===== src/rtl/regfile_dump_unit.sv =====
// regfile_dump_unit: freezes the pipeline at a stop cycle or on request and streams PC, ALUOut and a register window; DUMP_RESUME_EN adds a resume input
module regfile_dump_unit #(
  parameter int FIRST_REG = 16,
  parameter int LAST_REG  = 23,
  parameter int CNT_W     = 32
) (
  input  logic             clk,
  input  logic             reset,
  input  logic [CNT_W-1:0] stop_cycle,
  input  logic             force_dump,
`ifdef DUMP_RESUME_EN
  input  logic             resume,
`endif
  input  logic [31:0]      pc_in,
  input  logic [31:0]      alu_out_in,
  output logic [4:0]       rf_addr,
  input  logic [31:0]      rf_data,
  output logic             freeze,
  output logic             dump_valid,
  input  logic             dump_ready,
  output logic [5:0]       dump_tag,
  output logic [31:0]      dump_data,
  output logic             done,
  output logic [CNT_W-1:0] cycle_count
);
  typedef enum logic [1:0] {RUN, STREAM, DONE} state_t;
  localparam logic [5:0] TAG_PC  = 6'd32;
  localparam logic [5:0] TAG_ALU = 6'd33;
  localparam logic [5:0] FIRST   = 6'(FIRST_REG);
  localparam logic [5:0] LAST    = 6'(LAST_REG);
  state_t state, state_nxt;
  logic [5:0] beat, beat_nxt;
  logic [31:0] pc_q, alu_q;
  logic trig, xfer, resume_go;
  assign trig = ((stop_cycle != '0) && (cycle_count == stop_cycle)) || force_dump;
  assign xfer = dump_valid && dump_ready;
`ifdef DUMP_RESUME_EN
  assign resume_go = resume;
`else
  assign resume_go = 1'b0;
`endif
  always_comb begin
    state_nxt = state;
    beat_nxt  = beat;
    if (state == RUN && trig) begin
      state_nxt = STREAM;
      beat_nxt  = TAG_PC;
    end else if (state == STREAM && xfer) begin
      state_nxt = (beat == LAST) ? DONE : STREAM;
      beat_nxt  = (beat == TAG_PC) ? TAG_ALU : (beat == TAG_ALU) ? FIRST : beat + 6'd1;
    end else if (state == DONE && resume_go) begin
      state_nxt = RUN;
    end
  end
  always_ff @(posedge clk) begin
    if (reset) begin
      state       <= RUN;
      beat        <= '0;
      cycle_count <= CNT_W'(1);
      pc_q        <= '0;
      alu_q       <= '0;
    end else begin
      state <= state_nxt;
      beat  <= beat_nxt;
      if ((state == RUN && !trig) || (state == DONE && resume_go))
        cycle_count <= cycle_count + CNT_W'(1);
      if (state == RUN && trig) begin
        pc_q  <= pc_in;
        alu_q <= alu_out_in;
      end
    end
  end
  assign freeze     = state != RUN;
  assign dump_valid = state == STREAM;
  assign done       = state == DONE;
  assign dump_tag   = dump_valid ? beat : 6'd0;
  assign rf_addr    = !dump_valid ? 5'd0 : beat[5] ? FIRST[4:0] : beat[4:0];
  assign dump_data  = !dump_valid ? 32'd0 : (beat == TAG_PC) ? pc_q : (beat == TAG_ALU) ? alu_q : rf_data;
endmodule


===== config.mk =====
export PLATFORM = sky130hd
export DESIGN_NAME = regfile_dump_unit
export DESIGN_NICKNAME = d
export VERILOG_FILES = /design/src/rtl/regfile_dump_unit.sv
export SDC_FILE = /design/constraint.sdc
export NUM_CORES = 1
export LEC_CHECK = 0
export ABC_AREA = 1
export CORE_MARGIN = 2
export CORE_UTILIZATION = 35
export CTS_BUF_LIST = sky130_fd_sc_hd__clkbuf_16
export CTS_CLUSTER_DIAMETER = 60
export DETAILED_ROUTE_END_ITERATION = 7
export DONT_BUFFER_PORTS = 1
export GPL_TIMING_DRIVEN = 0
export PLACE_DENSITY_LB_ADDON = 0.08
export SLEW_MARGIN = 15
export SYNTH_ARGS = -nofsm -noshare
export SYNTH_HDL_FRONTEND = slang
export SYNTH_SLANG_ARGS = --single-unit

===== constraint.sdc =====
create_clock -name clk -period 1.7 [get_ports clk]
set_input_delay 0.085 -clock clk [delete_from_list [all_inputs] [get_ports clk]]
set_output_delay 0.085 -clock clk [all_outputs]
set_load 0.03 [all_outputs]

After elaboration in Yosys (flattened, before gate mapping)
Cells that the tools add are included.
Widths: inputs -> output; s select.
- $add $sub $neg: 2
- equality and inequality tests: 6
- multiplexer cells: 13
- reductions and logical operators: 12
- operators with widths (kind ; count):
    $mux 32 ; 3
    $add 32x1->32 const B ; 1
    $eq 32x32->1 ; 1
    $reduce_bool 32->1 ; 1
    $mux 6 ; 5
    $eq 6x6->1 const B ; 2
    $mux 5 ; 2
    $add 6x1->6 const B ; 1
    $eq 6x5->1 const B ; 1
    $logic_and 1x1->1 ; 5
    $reduce_bool 2->1 ; 2
    $eq 2x1->1 const B ; 1
    $eq 2x2->1 const B ; 1
    $logic_not 2->1 ; 1
    $mux 1 ; 2
    $mux 2 ; 1
    $reduce_or 2->1 ; 1
    $logic_not 1->1 ; 1
    $logic_or 1x1->1 ; 1
- bits in registers: 104
- input bits: 132
- logic and storage cells: 40

Depth between registers and ports, before layout
- word-level depth: 5
- mapped depth: 15
- mapped depth without buffers: 13

Worst setup path after synthesis
Ideal clock, no wire load.
- path kind: register to register
- from: register cycle_count[0]
- to: register cycle_count[10]
- data arrival time: 1.860 ns
- required time: 1.630 ns
- path slack: -0.231 ns
- cell stages (with the launch flop): 9
- clock period less this slack: 1.931 ns
- path through: dfxtp_1 -> ha_1 -> nand3_1 -> inv_1 -> nand2_1 -> nor2_1 -> xor2_1 -> nand4_1 -> a21oi_1
- longest elaborated chain between the ends: 5
- elaborated cells on any way between the ends: 6
- classes of those cells: 1 x add/sub; 1 x eq/ne; 4 x reduce/logical
- ends and longest elaborated chain (what ; line ; text):
    from (decl) ; 24 ; output logic [CNT_W-1:0] cycle_count
    from (signal assigned) ; 66 ; cycle_count <= cycle_count + CNT_W'(1);
    parallel branches: the longest is 5 deep, another holds $add 32x1->32 ; n/a ;
Several ways; the timed one is not identified.
A chain may end at the register's enable or synchronous reset.

Final worst setup path
- from: register beat[5]
- to: output port dump_data[20]
- longest elaborated chain between the ends: 4
- elaborated cells on any way between the ends: 5
- classes of those cells: 2 x eq/ne; 3 x mux
- ends and longest elaborated chain (what ; line ; text):
    from (decl) ; 32 ; logic [5:0] beat, beat_nxt;
    from (signal assigned) ; 64 ; beat <= beat_nxt;
    $eq 6x6->1 ; 78 ; assign dump_data = !dump_valid ? 32'd0 : (beat == TAG_PC) ? pc_q : (beat == TAG_ALU) ? alu_q : rf_data;
    $mux 32 ; 78 ;
    $mux 32 * (2 in a row) ; 78 ;
    to (decl) ; 22 ; output logic [31:0] dump_data,
Every way passes the cells marked *; elsewhere a longest branch is shown, timed or not.

==> impl_metrics.py <==
metrics = {
    "status": {
        "status": "finished with violations",
        "violations": "negative setup slack",
    },
    "timing": {
        "hold_viol_final": 0,
        "max_freq_mhz": 503.8,
        "post-route-min-period_ns": 1.985,
        "finalCritPeriodShare_pct": 116.8,
        "worst_pin_slew_ns": 0.6660,
        "rsz0062_at_grt": "true",
        "slew_headroom_pct": 55.60,
        "setup_violations": 136,
        "fin_setup_tns_ns": -28.61,
        "fin_worst_skew_ns": 0.009762,
        "setup_ws_ns": -0.2848,
        "maxSlewViolCount": 0,
        "hold_slack_ns": 0.007478,
    },
    "worst_setup_path": {
        "crit_arrival_ns": 1.90,
        "crit_fanout": 5,
        "cp.required_ns": 1.62,
        "setup.worst_path.class": "reg2out",
        "cp-start-kind": "flip-flop",
        "cp-end-kind": "primary output",
    },
    "yosys": {
        "synth-seq-cells": 104,
        "synthDistinctLibCells": 25,
        "synth_edf_count": 0,
        "netlist_area_sq_um": 6859,
        "async_reset_ff_share_pct": 0,
        "netlist_instances": 1148,
        "synth_common_cells": "nand2_1, nor2_1, inv_1",
        "synth_top_area_share_pct": 30.35,
        "synth_top_flop_cell": "dfxtp_1",
        "syn_avg_cell_area_sq_um": 5.975,
        "yosysSeqAreaShare_pct": 30.35,
        "ys_warn_count": 0,
        "synth_nets": 1284,
        "synth_top_area_cell": "dfxtp_1",
        "synth.most_common_cell": "nand2_1",
        "synthTopCellsByArea": "dfxtp_1, nand2_1, nand3_1",
    },
    "die": {
        "rows": 51,
        "die_w_um": 144.0,
        "dieArea_sq_um": 20730,
        "floorplan.initialDensity_pct": 35.48,
        "die_y_um": 144.0,
        "core_area_sq_um": 19330,
        "ioPinCount": 210,
    },
    "layout": {
        "instances_no_fill": 1534,
        "multi_input_area_sq_um": 4792,
        "fill_cells": 1959,
        "drive_gt1_share_pct": 27.97,
        "area_growth_pct": 47.41,
        "insertedDiodeCount": 0,
        "num-nets-final": 1400,
        "regArea_sq_um": 2203,
    },
    "grt": {
        "grt.overflow.total": 0,
        "antenna_found_initial": 0,
        "grt_use_total_pct": 26.18,
        "grt_pass1_vias": 7294,
        "grt_start_max_net_pins": 17,
        "grt_pass1_wl_um": 41300,
    },
    "place": {
        "dp_cells": 1413,
        "gp_congestion": 0.9092,
        "hpwl_um": 19350,
        "port_buffers": 0,
    },
    "drt": {
        "ant_nets": 0,
        "vias": 7796,
        "drt_iter0_markers": 579,
        "wire_per_inst_um": 18.19,
        "finalWirelength_um": 27910,
        "drc": 0,
        "dr.pass1.iters": 5,
        "vias_per_cell": 5.082,
    },
    "clocking": {
        "clk_latency_ns": 0.36,
        "clk_pin_slew_worst_paths_ns": 0.07,
        "cts_root_buffer": "clkbuf_16",
        "cts_max_level": 3,
        "cts_tree": "yes",
        "cts_buffers": 9,
        "cts_buffer_depth": 2,
        "cts_sinks": 104,
    },
    "min_path": {
        "hold_class": "in2reg",
    },
    "power": {
        "powerDensity_nw_per_um2": 637.9,
        "vdd_drop_max_v": 0.0004365,
        "leakagePower_uw": 0.004387,
    },
    "job": {
        "cap_violations": 0,
    },
}
[cell families after synthesis]
kind of cell | count (synthesis) | synth area share, %
adder cells (fa/ha/maj) | 4 | 0.7297
AND/OR/NAND/NOR | 643 | 39.46
buffers and inverters | 219 | 13.26
XOR/XNOR | 36 | 4.597
flip-flops | 104 | 30.35
AO/OA/AOI/OAI | 142 | 11.60
[cell type report]
cell class / count / share of cell area [%]
repair buffers: 107 / 12.37
multi-input cells: 825 / 47.40
plain buffers: 68 / 6.583
clock buffers: 10 / 2.475
inverters: 149 / 5.804
flip-flops and latches: 104 / 21.79
clock inverters: 6 / 0.2970
well taps: 265 / 3.279
[timing repair]
item | in CTS | in global routing
pin swaps | 66 | 60
endpoints found under the hold margin | 64 | 0
hold buffers | 64 | 0
setup endpoints to repair | 149 | 144
gates resized for setup | 275 | 141
buffers inserted | 24 | 5
cloned | 10 | 5
[cells in the final DEF (no fill, tap or decap), types with 34 or more instances in the layout]
master / count
dlygate4sd3_1: 64
nand3_2: 48
nand2_1: 255
nor2_1: 126
inv_2: 41
dfxtp_1: 65
nand4_1: 34
nand3_1: 66
a21oi_1: 78
inv_1: 103
[path summary, 6_finish.rpt]
| check | from | endpoint | slack (ns) | depth (start not counted) |
|---|---|---|---|---|
| max | beat[5]$_SDFFE_PP0P_ | dump_data[20] | -0.28 | 9 |
| min reg2reg | pc_q[20]$_SDFFE_PP0P_ | pc_q[20]$_SDFFE_PP0P_ | 0.47 | 2 |
| min | dump_ready | beat[2]$_SDFFE_PP0P_ | 0.007 | 3 |
| max reg2reg | cycle_count[31]$_SDFFE_PP0P_ | alu_q[31]$_SDFFE_PP0P_ | -0.26 | 13 |
[power by group]
group	internal, uW	total, uW	switching (uW)
logic	685	1700	1010
clock network	1070	2080	1010
registers	2540	2670	129
[sequential cells by signal, summed over array words and instances (netlist names)]
signal,count
cycle_count,32
alu_q,32
pc_q,32
state,2
beat,6
[metrics by stage]
step	instance area, sq um	setup slack (ns)	util [%]	total power, uW
2_1_floorplan	6944	-0.005577	-	3606
3_3_place_gp	7276	-0.8204	37.63	3910
3_5_place_dp	7276	-0.8220	37.63	3912
4_1_cts	9500	-0.2527	49.14	6376
5_1_grt	10110	-0.3628	52.29	6747
6_report	10110	-0.2848	52.29	6450
[worst max-delay path: stages (launching register included)]
cell and delay, ns:
dfxtp_4 0.38, inv_6 0.03, nor2_4 0.14, nand3_4 0.19, buf_12 0.21, clkbuf_16 0.17, nand2_4 0.07, nand3_2 0.05
o211ai_1 0.14, inv_2 0.15
[metal layers]
layer  track usage [%]  part of all wire [%]  up-vias
li1                  -                     -     3887
met1             36.16                    46     3622
met2             43.03                    47      256
met3             3.113                   5.7       31
met4             7.534                   1.8        0
met5                 0                     0        -
(Power assumes the default switching activity.)
